## src/rtl/tl_cntr_timed.sv

```systemverilog
// rtl/tl_cntr_timed.sv - timed two-road traffic light controller with dwell timer and hold
module tl_cntr_timed #(
    parameter int CNT_W     = 8,
    parameter int GREEN_MIN = 5,
    parameter int GREEN_MAX = 20,
    parameter int YELLOW_T  = 3,
    parameter int ALLRED_T  = 1
) (
    input  logic             clk,
    input  logic             reset,
    input  logic             hold,
    input  logic             Ta,
    input  logic             Tb,
    output logic [1:0]       La,
    output logic [1:0]       Lb,
    output logic [2:0]       state,
    output logic [CNT_W-1:0] timer
);

    localparam logic [2:0] S_AG = 3'd0;
    localparam logic [2:0] S_AY = 3'd1;
    localparam logic [2:0] S_AR = 3'd2;
    localparam logic [2:0] S_BG = 3'd3;
    localparam logic [2:0] S_BY = 3'd4;
    localparam logic [2:0] S_BR = 3'd5;

    localparam logic [1:0] LAMP_G = 2'b00;
    localparam logic [1:0] LAMP_Y = 2'b01;
    localparam logic [1:0] LAMP_R = 2'b10;

    // Timer values at which each dwell rule fires (timer counts elapsed cycles minus one).
    localparam logic [CNT_W-1:0] T_GMIN = CNT_W'(GREEN_MIN - 1);
    localparam logic [CNT_W-1:0] T_GMAX = CNT_W'(GREEN_MAX - 1);
    localparam logic [CNT_W-1:0] T_YEL  = CNT_W'(YELLOW_T - 1);
    localparam logic [CNT_W-1:0] T_AR   = CNT_W'(ALLRED_T - 1);
    localparam logic [CNT_W-1:0] T_SAT  = {CNT_W{1'b1}};

    logic [2:0]       state_q, state_d;
    logic [CNT_W-1:0] timer_q, timer_d;

    always_ff @(posedge clk or posedge reset) begin
        if (reset) begin
            state_q <= S_AG;
            timer_q <= '0;
        end else begin
            state_q <= state_d;
            timer_q <= timer_d;
        end
    end

    always_comb begin
        state_d = state_q;
        timer_d = timer_q;
        if (!hold) begin
            case (state_q)
                S_AG: if ((timer_q >= T_GMIN && !Ta) || (timer_q >= T_GMAX && Tb)) state_d = S_AY;
                S_AY: if (timer_q == T_YEL) state_d = S_AR;
                S_AR: if (timer_q == T_AR)  state_d = S_BG;
                S_BG: if ((timer_q >= T_GMIN && !Tb) || (timer_q >= T_GMAX && Ta)) state_d = S_BY;
                S_BY: if (timer_q == T_YEL) state_d = S_BR;
                S_BR: if (timer_q == T_AR)  state_d = S_AG;
                default: state_d = S_AG;
            endcase
            // A phase change restarts the dwell count; otherwise count up and stick at the top.
            if (state_d != state_q) begin
                timer_d = '0;
            end else if (timer_q != T_SAT) begin
                timer_d = timer_q + 1'b1;
            end
        end
    end

    always_comb begin
        La = LAMP_R;
        Lb = LAMP_R;
        case (state_q)
            S_AG: La = LAMP_G;
            S_AY: La = LAMP_Y;
            S_BG: Lb = LAMP_G;
            S_BY: Lb = LAMP_Y;
            default: ;
        endcase
    end

    assign state = state_q;
    assign timer = timer_q;

endmodule

```

## config.mk

```make
export PLATFORM = sky130hd
export DESIGN_NAME = tl_cntr_timed
export DESIGN_NICKNAME = d
export VERILOG_FILES = /design/src/rtl/tl_cntr_timed.sv
export SDC_FILE = /design/constraint.sdc
export NUM_CORES = 1
export LEC_CHECK = 0
export CAP_MARGIN = 20
export CELL_PAD_IN_SITES_DETAIL_PLACEMENT = 0
export CELL_PAD_IN_SITES_GLOBAL_PLACEMENT = 2
export CORE_ASPECT_RATIO = 0.6
export CORE_MARGIN = 5
export CORE_UTILIZATION = 31
export DETAILED_ROUTE_END_ITERATION = 6
export HOLD_SLACK_MARGIN = 0.06
export PLACE_DENSITY = 0.87
export SYNTH_ARGS = -nofsm -noshare
export SYNTH_HDL_FRONTEND = slang
export SYNTH_SLANG_ARGS = --single-unit
```

## constraint.sdc

```tcl
create_clock -name clk -period 3.9 [get_ports clk]
set_input_delay 0.78 -clock clk [delete_from_list [all_inputs] [get_ports clk]]
set_output_delay 0.78 -clock clk [all_outputs]
set_load 0.005 [all_outputs]
```

==> out/results.txt <==
number of unique standard cell types used by synthesis -> 43
Worst Path Arrival -> 1.79 ns
leading area contributor after synthesis -> sky130_fd_sc_hd__dfrtp_1
Mapped Area -> 894.6 sq um
gp weighted congestion -> 0.8229
Final period util -> 65.87%
met2 wire length -> 1006 microns
count of mapped cells out of synthesis -> 103
largest vdd supply drop -> 0.0002395 V
start of the worst register-to-register path -> timer[0]$_DFFE_PP0P_
leftover overflow at the end of global routing -> 0
capture instance of the worst register-to-register path -> timer[7]$_DFFE_PP0P_
Die W -> 79.35 microns
total of hold buffers inserted after clock tree synthesis -> 0
part of the Yosys area used for sequential elements -> 30.77%
count of warnings emitted by yosys -> 0
number of filler instances in the final layout -> 281
biggest cell delay along the critical path -> 0.53 ns
most frequently used cell type in the post-synthesis netlist -> sky130_fd_sc_hd__dfrtp_1
transition time at the pin with the least slew margin -> 0.4636 ns
unrepaired setup endpoints after global routing -> false
number of buffers added by the clock tree synthesis step -> 3
Setup crit end kind -> output port
initial antenna violation count -> 0
routed vias -> 894
kind of critical path -> flop to output port
biggest area contributors in the synthesized netlist -> sky130_fd_sc_hd__dfrtp_1 (31%), sky130_fd_sc_hd__ha_1 (4.2%), sky130_fd_sc_hd__a21oi_1 (3.9%), sky130_fd_sc_hd__mux2i_1 (3.4%), sky130_fd_sc_hd__o41ai_4 (3.1%)
Total Routing Usage GR -> 14.19%
Power Dens Cells -> 615.6 nW/um^2
max layer used -> met4
ranking of synthesized cells by instance count -> sky130_fd_sc_hd__dfrtp_1 (11), sky130_fd_sc_hd__a21oi_1 (7), sky130_fd_sc_hd__inv_1 (7)
switch share -> 43.61%
Tmin final -> 2.569 ns
share of final-layout standard cells stronger than drive strength 1 -> 9.917%
fraction of power consumed by the clock network -> 17.3%
summed negative setup slack over all endpoints -> 0 ns
slack of the critical path -> 1.331 ns
setup bufs post-CTS -> 0
highest clock rate -> 0.3892 GHz
number of global-route vias before repair -> 833
boundary pin count -> 20
number of setup violations in the final report -> 0
logic gate share of total power -> 54.7%
mean post-synth cell area -> 8.686 sq um
post-detailed-route wirelength per cell -> 16.55 microns
dpl ws -> 1.275 ns
Internal Dissipation -> 0.4004 mW
clk slew on worst S/H paths -> 0.06 ns
pins over their slew limit -> 0
Post-Syn Nets -> 111
top cell type's share of synthesized area -> 30.77%
layout-stage area growth over the synthesis result -> 28.95%
number of instances on the worst hold path -> 1
CTS tree -> built
CTS max path bufs -> 2
status -> finished clean
cell type of the slowest stage on the worst timing path -> sky130_fd_sc_hd__dfrtp_1
number of instances resized during post-cts repair -> 0
initial DRC count -> 125
required time of the worst setup path -> 3.12 ns
Pwr Total -> 0.7101 mW
R2R setup slack -> 1.61 ns
multi-input gate area in the final layout -> 573.1 sq um
cell at the root of the clock tree -> sky130_fd_sc_hd__clkbuf_8
number of DRC violations after detailed routing -> 0
power dissipated by switching net loads -> 0.3097 mW
Async SR Flop Fraction -> 100.0%
ANT cells -> 0
leading register cell type out of synthesis -> sky130_fd_sc_hd__dfrtp_1
count of cell instances traversed by the critical path -> 4
Vias/cell -> 5.768
clock sink count -> 11
routed length on met1 -> 1361 microns
Antenna Violating Nets Remaining -> 0
top cell family by delay on the critical path -> buffers and inverters
placed wire-length estimate after detailed placement -> 1987 microns
series of cell instances along the critical path -> inv_1, and3_1, a21oi_1, clkdlybuf4s50_1
Routed Wire Length -> 2565 microns
number of violations of the max-capacitance limit -> 0
buffer and inverter count on the worst path -> 2
end of the worst hold path -> timer[1]$_DFFE_PP0P_
Post-Route Skew -> 0.002521 ns
Max-slew headroom -> 69.06%
worst-path fanout max -> 9
Die Area -> 4095 sq um
worst min-delay path category -> flop to flop
Sequential Area -> 275.3 sq um
source of the worst hold timing path -> timer[1]$_DFFE_PP0P_
die height -> 51.61 microns
initial standard-cell utilization of the core -> 31.78%
area of the core -> 2815 sq um
area of placed instances -> 1107 sq um
count of final hold-check violations -> 0
startpoint class of the critical path -> flop
reported leakage power -> 0.4658 nW
final standard cell area without fillers -> 1154 sq um
count of TritonRoute iterations in the first routing pass -> 4
number of enable-type register cells in the synthesized netlist -> 0
post-synthesis register bit count -> 11
largest net degree at the start of global routing -> 14
PortBufs -> 19
logic depth of the worst register-to-register path -> 7
net total in the final layout -> 130
proportion of power drawn by flip-flops and latches -> 28.0%
amount of wire on met3 after detailed routing -> 173 microns
clock latency at the later pin of the worst-skew pair -> 0.25 ns
global-route wire length before repair -> 4388 microns
row cnt -> 15
Hold Slack -> 0.6360 ns
deepest level of the CTS H-tree -> 1
[how the worst max path moves through the flow]
stage                               from                    to  slack (ns)
CTS                 state[0]$_DFFE_PP0N_                 Lb[1]        1.32
floorplan           timer[0]$_DFFE_PP0P_  timer[1]$_DFFE_PP0P_        1.87
global route        state[0]$_DFFE_PP0N_                 Lb[1]        1.19
global placement                      Ta  timer[7]$_DFFE_PP0P_        1.35
detailed placement                    Ta  timer[7]$_DFFE_PP0P_        1.28
finish              state[0]$_DFFE_PP0N_                 Lb[1]        1.33
[power groups by stage]
stage | Clock (mW) | Sequential (mW) | Combinational [mW]
floorplan | 0 | 0.170 | 0.259
global placement | 0 | 0.200 | 0.379
global route | 0.133 | 0.208 | 0.423
detailed placement | 0 | 0.200 | 0.380
CTS | 0.127 | 0.199 | 0.384
finish | 0.123 | 0.199 | 0.389
[final cells by class]
| type | instances | area share (%) |
|---|---|---|
| multi-input combinational | 80 | 49.67 |
| timing repair buffer | 19 | 16.49 |
| sequential | 11 | 23.86 |
| inverter | 7 | 2.278 |
| clock buffer | 3 | 3.579 |
| tap | 34 | 3.688 |
| clock inverter | 1 | 0.4338 |
[layer usage]
layer | vias up | GRT usage (%)
li1 | 425 | -
met1 | 437 | 21.16
met2 | 29 | 17.88
met3 | 3 | 5.536
met4 | 0 | 4.857
met5 | - | 0
[registers in the layout (all words and copies together) (netlist names)]
register and flops:
timer 8, state 3
[cell families (layout without fill, tap and decap cells)]
kind of cell / count (synthesis) / in the layout / share of synthesized area, %
simple gates: 44 / 44 / 29.37
mux: 3 / 3 / 3.357
flops: 11 / 11 / 30.77
fa+ha+maj: 3 / 3 / 4.196
compound gates: 30 / 30 / 27.13
buf+inv: 12 / 30 / 5.174
[through the flow]
stage                     instances  utilization, %
final                           155           40.98
after global placement          151           39.33
after floorplan                 103               -
after global routing            155           40.98
after CTS                       155           40.98
after detailed placement        151           39.33
[layout by cell type, fill, tap and decap left out, types with 3 or more instances in the layout]
cell type / Yosys / routed
sky130_fd_sc_hd__clkdlybuf4s50_1: 0 / 19
sky130_fd_sc_hd__dfrtp_1: 11 / 11
sky130_fd_sc_hd__inv_1: 7 / 7
sky130_fd_sc_hd__a21oi_1: 7 / 7
sky130_fd_sc_hd__nor2_1: 6 / 6
sky130_fd_sc_hd__nand2_1: 5 / 5
sky130_fd_sc_hd__nor3_1: 5 / 5
sky130_fd_sc_hd__nand3_1: 5 / 5
sky130_fd_sc_hd__nor2b_1: 4 / 4
sky130_fd_sc_hd__mux2i_1: 3 / 3
sky130_fd_sc_hd__o21ai_0: 3 / 3
sky130_fd_sc_hd__and3_1: 3 / 3
sky130_fd_sc_hd__ha_1: 3 / 3
sky130_fd_sc_hd__clkbuf_8: 0 / 3
Power figures use the tool's default switching activity.
